--- config.mk ---
export PLATFORM = sky130hd
export DESIGN_NAME = key_input_bank
export DESIGN_NICKNAME = d
export VERILOG_FILES = /design/src/rtl/gomoku_pkg.sv /design/src/rtl/key_channel.sv /design/src/rtl/key_input_bank.sv
export SDC_FILE = /design/constraint.sdc
export NUM_CORES = 1
export LEC_CHECK = 0
export CORE_ASPECT_RATIO = 0.9
export CORE_UTILIZATION = 55
export DETAILED_ROUTE_END_ITERATION = 12
export PLACE_DENSITY = 0.8
export SYNTH_ARGS = -nofsm -noshare
export SYNTH_HDL_FRONTEND = slang
export SYNTH_SLANG_ARGS = --single-unit
--- constraint.sdc ---
create_clock -name clk -period 9.4 [get_ports clk]
set_input_delay 2.35 -clock clk [delete_from_list [all_inputs] [get_ports clk]]
set_output_delay 2.35 -clock clk [all_outputs]
set_load 0.02 [all_outputs]
--- src/rtl/gomoku_pkg.sv ---
// Shared definitions for the board-level input blocks: key channel state
// encoding, board clock constant and a counter-width helper.
package gomoku_pkg;

  // Board system clock frequency in Hz.
  localparam int IN_FREQ_BOARD = 50000000;

  // Debounced key channel state.
  typedef enum logic [1:0] {
    ST_UP   = 2'd0,
    ST_DOWN = 2'd1,
    ST_LONG = 2'd2
  } key_state_e;

  // Bits needed to hold 0..max_val, never less than one bit.
  function automatic int cnt_width(input int max_val);
    return (max_val < 1) ? 1 : $clog2(max_val + 1);
  endfunction

endpackage

--- src/rtl/key_channel.sv ---
// One debounced key: press/release debounce, long-press detection and
// auto-repeat, advancing only on sample ticks. Outputs are registered.
module key_channel
  import gomoku_pkg::*;
#(
  parameter int STABLE_SAMPLES = 20,
  parameter int LONG_SAMPLES   = 1000,
  parameter int REPEAT_SAMPLES = 200,
  parameter bit STICKY_EN      = 1'b0
) (
  input  logic clk,
  input  logic rst,
  input  logic tick,
  input  logic s,
  input  logic repeat_en,
  output logic key_level,
  output logic key_press,
  output logic key_release,
  output logic key_long,
  output logic key_repeat,
  output logic key_sticky
);

  localparam int SW = cnt_width(STABLE_SAMPLES - 1);
  localparam int HW = cnt_width(LONG_SAMPLES);
  localparam int RW = cnt_width(REPEAT_SAMPLES - 1);
  localparam logic [SW-1:0] STAB_LAST = SW'(STABLE_SAMPLES - 1);
  localparam logic [HW-1:0] HOLD_LAST = HW'(LONG_SAMPLES - 1);
  localparam logic [HW-1:0] HOLD_MAX  = HW'(LONG_SAMPLES);
  localparam logic [RW-1:0] REP_LAST  = RW'(REPEAT_SAMPLES - 1);

  key_state_e    state_reg, state_next;
  logic [SW-1:0] stab_reg, stab_next;
  logic [HW-1:0] hold_reg, hold_next;
  logic [RW-1:0] rep_reg, rep_next;
  logic          level_reg, level_next;
  logic          press_reg, press_next;
  logic          release_reg, release_next;
  logic          long_reg, long_next;
  logic          repeat_reg, repeat_next;
  logic          sticky_reg, sticky_next;
  logic          release_done;

  // State, counters and registered outputs.
  always_ff @(posedge clk or posedge rst) begin
    if (rst) begin
      state_reg   <= ST_UP;
      stab_reg    <= '0;
      hold_reg    <= '0;
      rep_reg     <= '0;
      level_reg   <= 1'b0;
      press_reg   <= 1'b0;
      release_reg <= 1'b0;
      long_reg    <= 1'b0;
      repeat_reg  <= 1'b0;
      sticky_reg  <= 1'b0;
    end else begin
      state_reg   <= state_next;
      stab_reg    <= stab_next;
      hold_reg    <= hold_next;
      rep_reg     <= rep_next;
      level_reg   <= level_next;
      press_reg   <= press_next;
      release_reg <= release_next;
      long_reg    <= long_next;
      repeat_reg  <= repeat_next;
      sticky_reg  <= sticky_next;
    end
  end

  // Next-state logic; pulses default low so each lasts exactly one clk.
  always_comb begin
    state_next   = state_reg;
    stab_next    = stab_reg;
    hold_next    = hold_reg;
    rep_next     = rep_reg;
    level_next   = level_reg;
    press_next   = 1'b0;
    release_next = 1'b0;
    long_next    = 1'b0;
    repeat_next  = 1'b0;
    sticky_next  = sticky_reg;
    release_done = 1'b0;
    if (tick) begin
      case (state_reg)
        ST_UP: begin
          if (s) begin
            if (stab_reg == STAB_LAST) begin
              state_next = ST_DOWN;
              level_next = 1'b1;
              press_next = 1'b1;
              stab_next  = '0;
              hold_next  = '0;
              if (STICKY_EN) sticky_next = 1'b1;
            end else begin
              stab_next = stab_reg + 1'b1;
            end
          end else begin
            stab_next = '0;
          end
        end
        ST_DOWN, ST_LONG: begin
          // Release debounce runs in both held states and overrides long/repeat.
          if (!s) begin
            if (stab_reg == STAB_LAST) begin
              release_done = 1'b1;
              state_next   = ST_UP;
              level_next   = 1'b0;
              release_next = 1'b1;
              stab_next    = '0;
            end else begin
              stab_next = stab_reg + 1'b1;
            end
          end else begin
            stab_next = '0;
          end
          if (!release_done) begin
            if (state_reg == ST_DOWN) begin
              if (hold_reg != HOLD_MAX) hold_next = hold_reg + 1'b1;
              if (hold_reg == HOLD_LAST) begin
                long_next  = 1'b1;
                rep_next   = '0;
                state_next = ST_LONG;
              end
            end else begin
              if (rep_reg == REP_LAST) begin
                rep_next    = '0;
                repeat_next = repeat_en;
              end else begin
                rep_next = rep_reg + 1'b1;
              end
            end
          end
        end
        default: state_next = ST_UP;
      endcase
    end
  end

  assign key_level   = level_reg;
  assign key_press   = press_reg;
  assign key_release = release_reg;
  assign key_long    = long_reg;
  assign key_repeat  = repeat_reg;
  assign key_sticky  = sticky_reg;

endmodule

--- src/rtl/key_input_bank.sv ---
// Bank of debounced key channels sharing one sample-tick prescaler.
// Raw pins are double-flopped, polarity-corrected, then fed to key_channel.
module key_input_bank
  import gomoku_pkg::*;
#(
  parameter int                 N_KEYS         = 4,
  parameter int                 IN_FREQ        = IN_FREQ_BOARD,
  parameter int                 SAMPLE_HZ      = 1000,
  parameter int                 STABLE_SAMPLES = 20,
  parameter int                 LONG_SAMPLES   = 1000,
  parameter int                 REPEAT_SAMPLES = 200,
  parameter bit                 ACTIVE_LOW     = 1'b0,
  parameter logic [N_KEYS-1:0]  STICKY_MASK    = '0
) (
  input  logic              clk,
  input  logic              rst,
  input  logic [N_KEYS-1:0] key_raw,
  input  logic [N_KEYS-1:0] repeat_en,
  output logic [N_KEYS-1:0] key_level,
  output logic [N_KEYS-1:0] key_press,
  output logic [N_KEYS-1:0] key_release,
  output logic [N_KEYS-1:0] key_long,
  output logic [N_KEYS-1:0] key_repeat,
  output logic [N_KEYS-1:0] key_sticky,
  output logic              sample_tick
);

  localparam int DIV = IN_FREQ / SAMPLE_HZ;
  localparam int PW  = $clog2(DIV);
  localparam logic [PW-1:0] DIV_LAST = PW'(DIV - 1);

  logic [PW-1:0]     presc_reg;
  logic [N_KEYS-1:0] sync1_reg;
  logic [N_KEYS-1:0] sync2_reg;
  logic [N_KEYS-1:0] s;

  // Free-running prescaler 0..DIV-1; tick marks the terminal count.
  always_ff @(posedge clk or posedge rst) begin
    if (rst)                       presc_reg <= '0;
    else if (presc_reg == DIV_LAST) presc_reg <= '0;
    else                           presc_reg <= presc_reg + 1'b1;
  end

  assign sample_tick = (presc_reg == DIV_LAST);

  // Two-flop synchroniser, reset to the released pin level.
  always_ff @(posedge clk or posedge rst) begin
    if (rst) begin
      sync1_reg <= {N_KEYS{ACTIVE_LOW}};
      sync2_reg <= {N_KEYS{ACTIVE_LOW}};
    end else begin
      sync1_reg <= key_raw;
      sync2_reg <= sync1_reg;
    end
  end

  assign s = ACTIVE_LOW ? ~sync2_reg : sync2_reg;

  generate
    for (genvar gi = 0; gi < N_KEYS; gi++) begin : g_ch
      key_channel #(
        .STABLE_SAMPLES(STABLE_SAMPLES),
        .LONG_SAMPLES  (LONG_SAMPLES),
        .REPEAT_SAMPLES(REPEAT_SAMPLES),
        .STICKY_EN     (STICKY_MASK[gi])
      ) u_ch (
        .clk        (clk),
        .rst        (rst),
        .tick       (sample_tick),
        .s          (s[gi]),
        .repeat_en  (repeat_en[gi]),
        .key_level  (key_level[gi]),
        .key_press  (key_press[gi]),
        .key_release(key_release[gi]),
        .key_long   (key_long[gi]),
        .key_repeat (key_repeat[gi]),
        .key_sticky (key_sticky[gi])
      );
    end
  endgenerate

endmodule

After elaboration in Yosys (flattened, before gate mapping) --
Cells that the tools add are included.
Operators by class: add/subtract/negate cells 13, $mul 0, div/mod/pow operators 0, order comparisons 0, equal/unequal tests 57, shifts and indexed selects 0, multiplexer cells 181, bitwise gates (word level) 4, reductions and logical operators 32
Operators by type and width (number):
- $mux W10 | 20
- $mux W8 | 12
- $mux W1 | 92
- $pmux W10 S2 | 4
- $mux W5 | 12
- $mux W2 | 28
- $add A10 B1 Y10 const B | 4
- $eq A10 B10 Y1 const B | 4
- $ne A10 B10 Y1 const B | 4
- $pmux W5 S2 | 4
- $add A8 B1 Y8 const B | 4
- $eq A8 B8 Y1 const B | 4
- $ne A2 B1 Y1 const B | 16
- $ne A2 B2 Y1 const B | 16
- $reduce_and A7 Y1 | 4
- $reduce_and A6 Y1 | 4
- $add A5 B1 Y5 const B | 4
- $eq A5 B5 Y1 const B | 4
- $add A16 B1 Y16 const B | 1
- $eq A16 B16 Y1 const B | 1
- $mux W16 | 1
- $pmux W2 S2 | 4
- $reduce_and A4 Y1 | 4
- $reduce_and A3 Y1 | 4
- other kinds (8) | 32
Storage, ports and cells: bits in registers 144, bits in latches 0, memory bits (writable) 0, memory bits (read-only) 0, bits of input ports 10, output and inout bits 25, logic and storage cells 326, memories kept 0

Logic depth before layout (Yosys ltp) --
word-level depth 8, mapped depth 10, gate-level depth less buffers 7

Cells and area by module --
A second synthesis with hierarchy kept.
Second synthesis, totals: cells, all modules 833, area, all modules 8081.5 um^2
Modules (own cells, without submodules):
- key_channel (g_ch[3].u_ch) | times used 1, cells each 188, area each 1818.0 um^2, seq. area each 750.7 um^2
- key_channel (g_ch[1].u_ch) | times used 1, cells each 194, area each 1796.7 um^2, seq. area each 750.7 um^2
- key_channel (g_ch[0].u_ch) | times used 1, cells each 189, area each 1784.2 um^2, seq. area each 750.7 um^2
- key_channel (g_ch[2].u_ch) | times used 1, cells each 186, area each 1725.4 um^2, seq. area each 750.7 um^2
- key_input_bank | times used 1, cells each 76, area each 957.2 um^2, seq. area each 600.6 um^2

Worst setup path before layout --
Ideal clock, no wire load.
kind register to output, from register presc_reg[13], to output sample_tick, arrival 2.045 ns, required time 7.050 ns, setup slack 5.005 ns, cell stages (with the launch flop) 8, buffers on the path 4, cells stage by stage dfrtp_1 > or3_4 > or4_1 > buf_2 > inv_2 > buf_2 > buf_2 > buf_2
Between the ends: cells in the longest elaborated chain, start to end 1
RTL lines:
- start, declared | RTL line key_input_bank.sv:32 | logic [PW-1:0] presc_reg;
- start signal, assigned | RTL line key_input_bank.sv:41 | else presc_reg <= presc_reg + 1'b1;
- $eq A16 B16 Y1 | RTL line key_input_bank.sv:44 | assign sample_tick = (presc_reg == DIV_LAST);
- end, declared | RTL line key_input_bank.sv:25 | output logic sample_tick
No other way between the ends.

Final worst setup path --
Same ends and word-level chain as after synthesis.

==> metrics <==
status finished clean; Ant. Diodes 0; TritonRoute pass-1 iters 5; HP Class reg -> reg; Cell Chain, Critical Path or3_4, or4_1, inv_2, clkdlybuf4s50_1; endpoints failing setup 0; root buffer cell clkbuf_16; final hold vios 0; WP data arrival 2.94 ns; Yosys cell types 61; CP startpoint kind flop; top_reg_cell synth dfrtp_1; EDFF count, synth 0; PostCTS Resize Cnt 0; kind of critical path reg -> out; post-route DRC violation count 0; antenna violations before repair 0; Post-CTS Hold Fix Bufs 0; power per cell area 146 nW/um^2; post-DP HPWL about 11000 um; Max Slew Vio Count 0; Comb pwr share 0.016; global-route wire length before repair between 20000 and 30000 um; DR iter-0 viols between 400 and 500; Core Footprint around 14000 um^2; ratio of cells with drive above 1 in the final layout 0.0501; largest net degree at the start of global routing a little under 90; Crit. End Element output port; met1 Use GR 0.318; internal power around 0.001 W; met3 Track Usage GR 0.0526; Seq cells post-synth approximately 140; Die Span X around 130 um; most common cell after layout, fill and taps aside dfrtp_1; IO Pins 35; Clock Skews around 0.013 ns; CTS Buf Count 17; most frequent cells in the layout 144 x dfrtp_1, 84 x nand2_1, 69 x o21ai_0, 52 x nor2_1, 50 x nand3_1; Syn. warnings 0; unrepaired setup endpoints after global routing false; maximum clock rate 0.189 GHz; design area approximately 8800 um^2; Tcrit/Tclk final 0.563; Fin Setup TNS 0 ns; Area Growth Syn to Fin 10.7%; Antenna Violating Nets Remaining 0; Post-synth ARST share 1.00; full die area 14900 um^2; GR Overflow Total 0; Total Wirelength between 15000 and 20000 um; Least-Margin Pin Slew 1.18 ns; Setup Fix Bufs, Post-CTS 0; post-synthesis instance total ~860; placed cell areas approximately 8200 um^2; vias post-DR between 6000 and 7000; crit-path max FO 29; GRT busiest layer met2; Max Root-Sink Buffers 2; sequential share of power 0.487; CP peak stage delay approximately 0.73 ns; TritonCTS clock tree done; vias per cell just under 6; switch share 0.214; CTS H-tree lvls 4; Nets a little over 900; register area around 3600 um^2; port bufs 30; Worst IR Drop VDD between 100 and 150 uV; clock sinks 144; RePlAce Congestion 0.822; Mapped Avg Cell Area 9.20 um^2; P_sw roughly 0.00027 W; Multi-input gate area around 3900 um^2; fin crit period 5.29 ns; max-cap violation count 0; Die Y around 120 um; CP required approximately 7.1 ns; Clk network pwr share 0.497; area of the mapped netlist a little under 8000 um^2; worst skew pair latency about 0.42 ns; GRT Total Usage 0.234; vias in the first global route roughly 6000; slew margin rel. 0.207; Worst path slowest cell clkdlybuf4s50_1; Clock Pin Slew Worst Setup and Hold Paths around 0.060 ns; Initial Util 0.564; static leakage between 3 and 4 nW; Rows 41; Fill cells roughly 1200; sequential area share after synthesis 0.454; WL/cell between 10 and 15 um; max reg flops 40; met2 GRT Util 0.377
[cell type report]
class / count / area share
clock buffer: 20 / 0.0532
clock inverter: 11 / 0.0103
inverter: 40 / 0.0177
multi-input combinational: 631 / 0.444
sequential: 144 / 0.410
tap: 193 / 0.0275
timing repair buffer: 33 / 0.0368
[metrics by stage]
| step | total power, W | hold WS (ns) | setup WS (ns) | std cells | utilization |
|---|---|---|---|---|---|
| 2_1_floorplan | 0.000649 | 0.331 | 3.18 | 865 | - |
| 3_5_place_dp | 0.000656 | 0.336 | 4.56 | 1041 | 0.585 |
| 4_1_cts | 0.00129 | 0.350 | 4.11 | 1072 | 0.625 |
| 3_3_place_gp | 0.000656 | 0.332 | 4.58 | 1041 | 0.585 |
| 5_1_grt | 0.00132 | 0.353 | 4.00 | 1072 | 0.625 |
| 6_report | 0.00128 | 0.348 | 4.11 | 1072 | 0.625 |
[cell families (layout without fill, tap and decap cells)]
group           Yosys count  after routing  synth area share
compound gates          211            211             0.164
other cells               1              4          0.000473
fa+ha+maj                33             33            0.0520
buf+inv                  90            104            0.0557
xor+xnor                 17             17            0.0188
mux                       7              7           0.00915
flops                   144            144             0.454
simple gates            359            359             0.245
[worst max-delay path: cells and delay by family (launching register included)]
family                 cells  cell delay (ns)
AND/OR/NAND/NOR            2             0.95
buffers and inverters      2             1.15
flip-flops                 1             0.42
[final timing paths]
kind | cells after the start | slack, ns | endpoint | start
max in group asynchronous | 3 | 5.69 | g_ch[1].u_ch.rep_reg[6] | rst
worst max register to register | 6 | 6.22 | g_ch[3].u_ch.hold_reg[5] | presc_reg[13]
worst min-delay path | 0 | 0.35 | s[0] | sync1_reg[0]
worst min register to register | 0 | 0.35 | s[0] | sync1_reg[0]
min in group asynchronous | 2 | 2.45 | g_ch[3].u_ch.key_repeat | rst
worst max-delay path | 4 | 4.11 | sample_tick | presc_reg[13]
[Yosys cell counts, types with 3 or more instances]
cell type    n  area, um^2
nand2b_1    17         106
buf_2        5        25.0
clkbuf_1    20        75.1
and4_1       3        26.3
or3_1       17         106
nand2_1     84         315
o31ai_1     30         225
nand4bb_1    5        56.3
nand4_1     16         100
o21a_1       6        45.0
o21ai_0     69         345
a22o_1       4        35.0
and3b_1      3        26.3
and3_1      29         181
ha_1        33         413
xor2_1      11        96.3
a31oi_1      4        25.0
xnor2_1      6        52.6
nor2b_1     11        68.8
o211ai_1     4        30.0
mux2i_1      5        50.1
o41ai_1     11        96.3
nor3_1      11        55.1
nand3b_1     6        45.0
dfrtp_1    144        3600
nor2_1      52         195
a21oi_1     24         120
nand3_1     50         250
and2_1       8        50.1
o31ai_2      3        37.5
or4_1        3        22.5
nor4bb_1     3        30.0
o21ai_1     38         190
nand4b_1    10        87.6
a211o_1      5        43.8
nor4_1      18         113
buf_4       24         180
inv_1       39         146
[power groups by stage]
stage	clock [W]	combinational, W	sequential [W]
after detailed placement	0	0.0000217	0.000635
after global placement	0	0.0000213	0.000635
after global routing	0.000676	0.0000245	0.000624
final	0.000637	0.0000206	0.000624
after CTS	0.000648	0.0000217	0.000624
after floorplan	0	0.0000153	0.000634
[metal layers]
metal  vias to the layer above  share of wire
li1                       3120              -
met2                       150           0.47
met4                         0          0.011
met3                        22          0.035
met5                         -              0
met1                      3073           0.49
(Power assumes the default switching activity.)
